--- src/rtl/message_stitcher_if.sv ---
// Word-stream input and reassembled-message output bundle for message_stitcher.
// The master drives incoming words; the slave (the stitcher) drives the results.
interface message_stitcher_if #(
    parameter int WIDTH     = 32,
    parameter int MAXLENGTH = 4
);
    logic [WIDTH-1:0]           in_msg;
    logic                       in_msg_nd;
    logic [WIDTH-1:0]           out_header;
    logic [MAXLENGTH*WIDTH-1:0] out_payload;
    logic [9:0]                 out_length;
    logic                       out_nd;
    logic                       error;

    modport master (
        output in_msg, in_msg_nd,
        input  out_header, out_payload, out_length, out_nd, error
    );

    modport slave (
        input  in_msg, in_msg_nd,
        output out_header, out_payload, out_length, out_nd, error
    );
endinterface

--- src/rtl/message_stitcher.sv ---
// Reassembles a header word plus up to MAXLENGTH payload words into one message,
// flagging orphan payload words and oversize headers as errors.
module message_stitcher #(
    parameter int WIDTH     = 32,
    parameter int MAXLENGTH = 4
) (
    input  logic              clk,
    input  logic              rst_n,
    message_stitcher_if.slave bus
);
    localparam int PW = MAXLENGTH * WIDTH;

    typedef enum logic [1:0] {IDLE, COLLECT, DISCARD} state_t;

    state_t           state, state_nxt;
    logic [9:0]       cnt, cnt_nxt;
    logic [WIDTH-1:0] hdr, hdr_nxt;
    logic [PW-1:0]    pay, pay_nxt;
    logic [9:0]       len, len_nxt;

    logic [WIDTH-1:0] out_header, out_header_nxt;
    logic [PW-1:0]    out_payload, out_payload_nxt;
    logic [9:0]       out_length, out_length_nxt;
    logic             out_nd, out_nd_nxt;
    logic             error, error_nxt;

    logic             is_hdr;
    logic [9:0]       hdr_len;
    logic [PW-1:0]    shifted;

    assign is_hdr  = bus.in_msg[WIDTH-1];
    assign hdr_len = bus.in_msg[WIDTH-2 -: 10];
    // Newest word enters at the bottom, so the first word ends up highest.
    assign shifted = (pay << WIDTH) | PW'(bus.in_msg);

    always_comb begin
        state_nxt       = state;
        cnt_nxt         = cnt;
        hdr_nxt         = hdr;
        pay_nxt         = pay;
        len_nxt         = len;
        out_header_nxt  = out_header;
        out_payload_nxt = out_payload;
        out_length_nxt  = out_length;
        out_nd_nxt      = 1'b0;
        error_nxt       = 1'b0;

        if (bus.in_msg_nd) begin
            case (state)
                IDLE: begin
                    if (!is_hdr) begin
                        error_nxt = 1'b1;
                    end else if (hdr_len == 10'd0) begin
                        out_nd_nxt      = 1'b1;
                        out_header_nxt  = bus.in_msg;
                        out_payload_nxt = '0;
                        out_length_nxt  = 10'd0;
                    end else if (hdr_len > 10'(MAXLENGTH)) begin
                        error_nxt = 1'b1;
                        cnt_nxt   = hdr_len;
                        state_nxt = DISCARD;
                    end else begin
                        hdr_nxt   = bus.in_msg;
                        pay_nxt   = '0;
                        cnt_nxt   = hdr_len;
                        len_nxt   = hdr_len;
                        state_nxt = COLLECT;
                    end
                end
                COLLECT: begin
                    pay_nxt = shifted;
                    cnt_nxt = cnt - 10'd1;
                    if (cnt == 10'd1) begin
                        state_nxt       = IDLE;
                        out_nd_nxt      = 1'b1;
                        out_header_nxt  = hdr;
                        out_payload_nxt = shifted;
                        out_length_nxt  = len;
                    end
                end
                DISCARD: begin
                    cnt_nxt = cnt - 10'd1;
                    if (cnt == 10'd1) state_nxt = IDLE;
                end
                default: state_nxt = IDLE;
            endcase
        end
    end

    always_ff @(posedge clk) begin
        if (!rst_n) begin
            state       <= IDLE;
            cnt         <= '0;
            hdr         <= '0;
            pay         <= '0;
            len         <= '0;
            out_header  <= '0;
            out_payload <= '0;
            out_length  <= '0;
            out_nd      <= 1'b0;
            error       <= 1'b0;
        end else begin
            state       <= state_nxt;
            cnt         <= cnt_nxt;
            hdr         <= hdr_nxt;
            pay         <= pay_nxt;
            len         <= len_nxt;
            out_header  <= out_header_nxt;
            out_payload <= out_payload_nxt;
            out_length  <= out_length_nxt;
            out_nd      <= out_nd_nxt;
            error       <= error_nxt;
        end
    end

    assign bus.out_header  = out_header;
    assign bus.out_payload = out_payload;
    assign bus.out_length  = out_length;
    assign bus.out_nd      = out_nd;
    assign bus.error       = error;
endmodule

--- src/flat_wrapper.sv ---
// flat-port wrapper written by rule: the top's interface ports become plain ports
module message_stitcher_flat 
#(
    parameter int WIDTH     = 32,
    parameter int MAXLENGTH = 4
)
  (clk, rst_n, bus_in_msg, bus_in_msg_nd, bus_out_header, bus_out_payload, bus_out_length, bus_out_nd, bus_error);
  message_stitcher_if #(.WIDTH(WIDTH), .MAXLENGTH(MAXLENGTH)) bus_i ();
  input  logic clk;
  input  logic rst_n;
  input wire logic [$bits(bus_i.in_msg)-1:0] bus_in_msg;
  input wire logic [$bits(bus_i.in_msg_nd)-1:0] bus_in_msg_nd;
  output wire logic [$bits(bus_i.out_header)-1:0] bus_out_header;
  output wire logic [$bits(bus_i.out_payload)-1:0] bus_out_payload;
  output wire logic [$bits(bus_i.out_length)-1:0] bus_out_length;
  output wire logic [$bits(bus_i.out_nd)-1:0] bus_out_nd;
  output wire logic [$bits(bus_i.error)-1:0] bus_error;
  assign bus_i.in_msg = bus_in_msg;
  assign bus_i.in_msg_nd = bus_in_msg_nd;
  assign bus_out_header = bus_i.out_header;
  assign bus_out_payload = bus_i.out_payload;
  assign bus_out_length = bus_i.out_length;
  assign bus_out_nd = bus_i.out_nd;
  assign bus_error = bus_i.error;
  message_stitcher #(.WIDTH(WIDTH), .MAXLENGTH(MAXLENGTH)) u_core (.clk(clk), .rst_n(rst_n), .bus(bus_i));
endmodule
--- config.mk ---
export PLATFORM = sky130hd
export DESIGN_NAME = message_stitcher_flat
export DESIGN_NICKNAME = d
export VERILOG_FILES = /design/src/rtl/message_stitcher_if.sv /design/src/rtl/message_stitcher.sv /design/src/flat_wrapper.sv
export SDC_FILE = /design/constraint.sdc
export NUM_CORES = 1
export LEC_CHECK = 0
export ABC_AREA = 0
export BUFFER_PORTS_ARGS = -buffer_cell sky130_fd_sc_hd__buf_2
export CORE_UTILIZATION = 59
export DETAILED_ROUTE_END_ITERATION = 8
export PLACE_DENSITY_LB_ADDON = 0.2
export SYNTH_ARGS = -nofsm -noshare
export SYNTH_HDL_FRONTEND = slang
export SYNTH_SLANG_ARGS = --single-unit
--- constraint.sdc ---
create_clock -name clk -period 5 [get_ports clk]
set_clock_uncertainty 0.05 [all_clocks]
set_input_delay 0.5 -clock clk [delete_from_list [all_inputs] [get_ports clk]]
set_output_delay 0.5 -clock clk [all_outputs]
set_load 0.005 [all_outputs]
==> flow_summary.toml <==
[drt]
totalWireLength_mm = 27.66
route.detailed.drc = 0
vias_per_cell = 5.870
vias = 9462
route.detailed.wl_per_inst_um = 17.16
dr.first_iter.drc_count = 610
drt.antenna.violating_nets = 0
first_pass_iters = 5

[clock_network]
cts_hold_buf = 0
cts_tree = "done"
cts_num_sinks = 312
cts-root-buf = "clkbuf_16"
h-tree-depth = 1
clk_pin_slew_ns = 0.06
cts_setup_buffers = 0
numCtsBuffers = 30
cts_buffer_depth = 3
clock_latency_ns = 0.54
cts-resized-gates = 0

[worst_setup_path]
r2r_cells = 5
timing.rr.end = "u_core.bus.out_payload[120]"
cpMaxStageDelayCell = "o31ai_4"
cp_num_buf_inv = 1
path_delay_family = "simple AND/OR/NAND/NOR gates"
setup.worst_path.start = "u_core.cnt[3]"
endpoint = "u_core.bus.out_payload[120]"
path_cells = "or4_1, o31ai_4, and3_4, buf_12, o22ai_1"
cp.arrival_ns = 3.74
setup.worst_path.class = "flop to flop"
ff2ff_setup_slack_ns = 1.58
slowest_delay_ns = 0.86
startpoint_type = "flop"
worstPathMaxFanout = 126
worst_setup_path_end_kind = "flop"
crit_cells = 5
r2r-start = "u_core.cnt[3]"
worstPathRequired_ns = 5.32

[die]
start_util = 0.6078
fp.dieH_um = 141.3
core_area_um2 = 18830
die_area_um2 = 19960
pin_count = 207
rows = 50
die_w_um = 141.3

[place]
place.gp.congestion = 0.8186
place.detailed.hpwl_mm = 16.65
io_buffers = 206
dp_cells = 1560

[finish]
nNetsFinal = 1371
fin_cells = 1612
final_util = 0.7122
areaGrowthSynthToFinish_pct = 17.16
num-fill-cells = 1441
layout-drive-gt1-share = 0.2101
insertedDiodeCount = 0

[synth]
synth_edf_count = 0
yosys_warnings = 0
async_reset_ff_frac = 0
syn-cell-area_um2 = 11450
syn_inst = 1200
avgSynthCellArea_um2 = 9.538
synth_flop_cell = "dfxtp_1"
syn_nets = 1239
synth_cell_type_count = 48
ys_seq_area_frac = 0.5457
ys_seq_elements = 312

[grt]
grt_pass1_wl_mm = 43.95
grt_pass1_vias = 8478
grt_use_total = 0.2667
overflow = 0
antenna_found_initial = 0
grt_max_degree = 130

[sta]
fin_crit_sh = 0.6847
setup_tns_ns = 0
finalCriticalPeriod_ns = 3.423
worst_pin_slew_ns = 1.207
final_hold_viol_count = 0
timing.slew.headroom = 0.1953
report.final.slew_viol_count = 0
max_freq_ghz = 0.2921
grt_setup_unrepaired = "no"
finalSetupViolCount = 0

[flow_run]
drv_cap = 0

[pwr]
leakage_nw = 5.506
ir_drop_mv = 0.2589
power_density_nw_per_um2 = 392.1

[worst_hold_path]
min-delay-path-class = "input pin to flop"

[status]
status = "completed"
==> kinds of logic (layout without fill, tap and decap cells) <==
group                    Yosys count  count (layout)  share of synthesized area
AND/OR/NAND/NOR                  368             368                     0.1327
AO/OA/AOI/OAI                    320             320                     0.2070
flip-flops                       312             312                     0.5457
buffers and inverters            128             280                    0.05061
multiplexers                      68              68                    0.05958
adder cells (fa/ha/maj)            4               4                   0.004373
==> synth_stat cells (2+ instances only) <==
| library cell | number | area share |
|---|---|---|
| clkbuf_1 | 81 | 0.027 |
| nor2_1 | 27 | 0.0089 |
| nand2b_1 | 4 | 0.0022 |
| nand2_1 | 276 | 0.091 |
| o32ai_1 | 7 | 0.0054 |
| nand3_1 | 24 | 0.010 |
| dfxtp_1 | 312 | 0.55 |
| nand4_1 | 3 | 0.0016 |
| o21a_1 | 2 | 0.0013 |
| a31oi_1 | 30 | 0.016 |
| a31o_2 | 6 | 0.0046 |
| a21oi_1 | 5 | 0.0022 |
| o31ai_1 | 3 | 0.0020 |
| nor3_1 | 6 | 0.0026 |
| o41ai_1 | 4 | 0.0031 |
| a22o_1 | 96 | 0.073 |
| ha_1 | 4 | 0.0044 |
| or2_2 | 2 | 0.0011 |
| mux2i_1 | 67 | 0.059 |
| a211oi_1 | 24 | 0.016 |
| or3_1 | 4 | 0.0022 |
| buf_1 | 3 | 0.00098 |
| nor4_1 | 4 | 0.0022 |
| buf_6 | 4 | 0.0039 |
| and3_1 | 9 | 0.0049 |
| buf_4 | 13 | 0.0085 |
| nor2b_1 | 3 | 0.0016 |
| o2111ai_1 | 3 | 0.0023 |
| o21ai_0 | 6 | 0.0026 |
| buf_2 | 16 | 0.0070 |
| inv_1 | 11 | 0.0036 |
| o22ai_1 | 125 | 0.068 |
==> metrics by stage <==
step / setup WS, ns / hold slack [ns] / power, W / area (um^2)
2_1_floorplan: 2.614 / 0.3819 / 0.002949 / 11450
3_3_place_gp: 1.454 / 0.3900 / 0.003054 / 12420
3_5_place_dp: 1.391 / 0.3936 / 0.003059 / 12420
4_1_cts: 1.608 / 0.1493 / 0.005280 / 13410
5_1_grt: 1.398 / 0.1736 / 0.005432 / 13410
6_report: 1.577 / 0.1661 / 0.005258 / 13410
==> worst min path at each step <==
stage / slack (ns) / depth (start not counted) / start / to
floorplan: 0.38 / 2 / u_core.hdr[31] / u_core.hdr[31]
global placement: 0.39 / 2 / u_core.bus.out_payload[20] / u_core.bus.out_payload[20]
detailed placement: 0.39 / 2 / u_core.bus.out_payload[2] / u_core.bus.out_payload[2]
CTS: 0.15 / 2 / bus_in_msg[30] / u_core.pay[30]
global route: 0.17 / 2 / bus_in_msg[30] / u_core.pay[30]
finish: 0.17 / 2 / bus_in_msg[30] / u_core.pay[30]
==> where the power goes <==
part	internal [W]	switching [W]	leakage, nW
Combinational	0.000154	0.000313	2.50
Clock	0.00133	0.000914	0.495
Sequential	0.00252	0.0000286	2.51
==> state kept, by name (all words and copies together), names as in the netlist <==
| signal | flops |
|---|---|
| u_core.hdr | 23 |
| u_core.len | 9 |
| u_core.state | 2 |
| u_core.bus.out_nd | 1 |
| u_core.cnt | 10 |
| u_core.bus.out_length | 10 |
| u_core.bus.error | 1 |
| u_core.bus.out_payload | 128 |
| u_core.bus.out_header | 32 |
| u_core.pay | 96 |
==> metal layers <==
metal / global-route usage / vias up / part of all wire
met5: 0 / - / 0
met4: 0.07780 / 0 / 0.021
met3: 0.04624 / 43 / 0.073
met2: 0.3927 / 365 / 0.44
met1: 0.3990 / 4473 / 0.47
li1: - / 4581 / -
==> area by class of cell <==
cell class / instances / area [um^2] / area share
sequential: 312 / 6246 / 0.4658
tap: 260 / 325.3 / 0.02426
clock inverter: 9 / 98.84 / 0.007371
inverter: 11 / 41.29 / 0.003079
clock buffer: 43 / 890.9 / 0.06643
timing repair buffer: 217 / 1136 / 0.08472
multi-input combinational: 760 / 4672 / 0.3484
==> placed cells by master (no fill, tap or decap), types with 2 or more instances in the layout <==
cell type	instances
a211oi_1	24
buf_4	10
inv_1	10
nor4_1	4
ha_1	3
dfxtp_1	312
a22o_1	96
o32ai_1	7
clkinv_2	6
nor3_1	6
nand4_1	3
nor2b_1	3
buf_2	205
or2_2	2
a21oi_1	4
nand2b_1	4
o22ai_1	125
or3_1	4
mux2i_1	67
nand2_1	276
clkbuf_16	31
clkbuf_8	7
a31o_2	6
and3_1	8
clkbuf_1	5
a31oi_1	29
o21ai_0	6
o31ai_1	3
o2111ai_1	2
nor2_1	27
o21a_1	2
o41ai_1	4
bufinv_16	2
nand3_1	24
(Power assumes the default switching activity.)
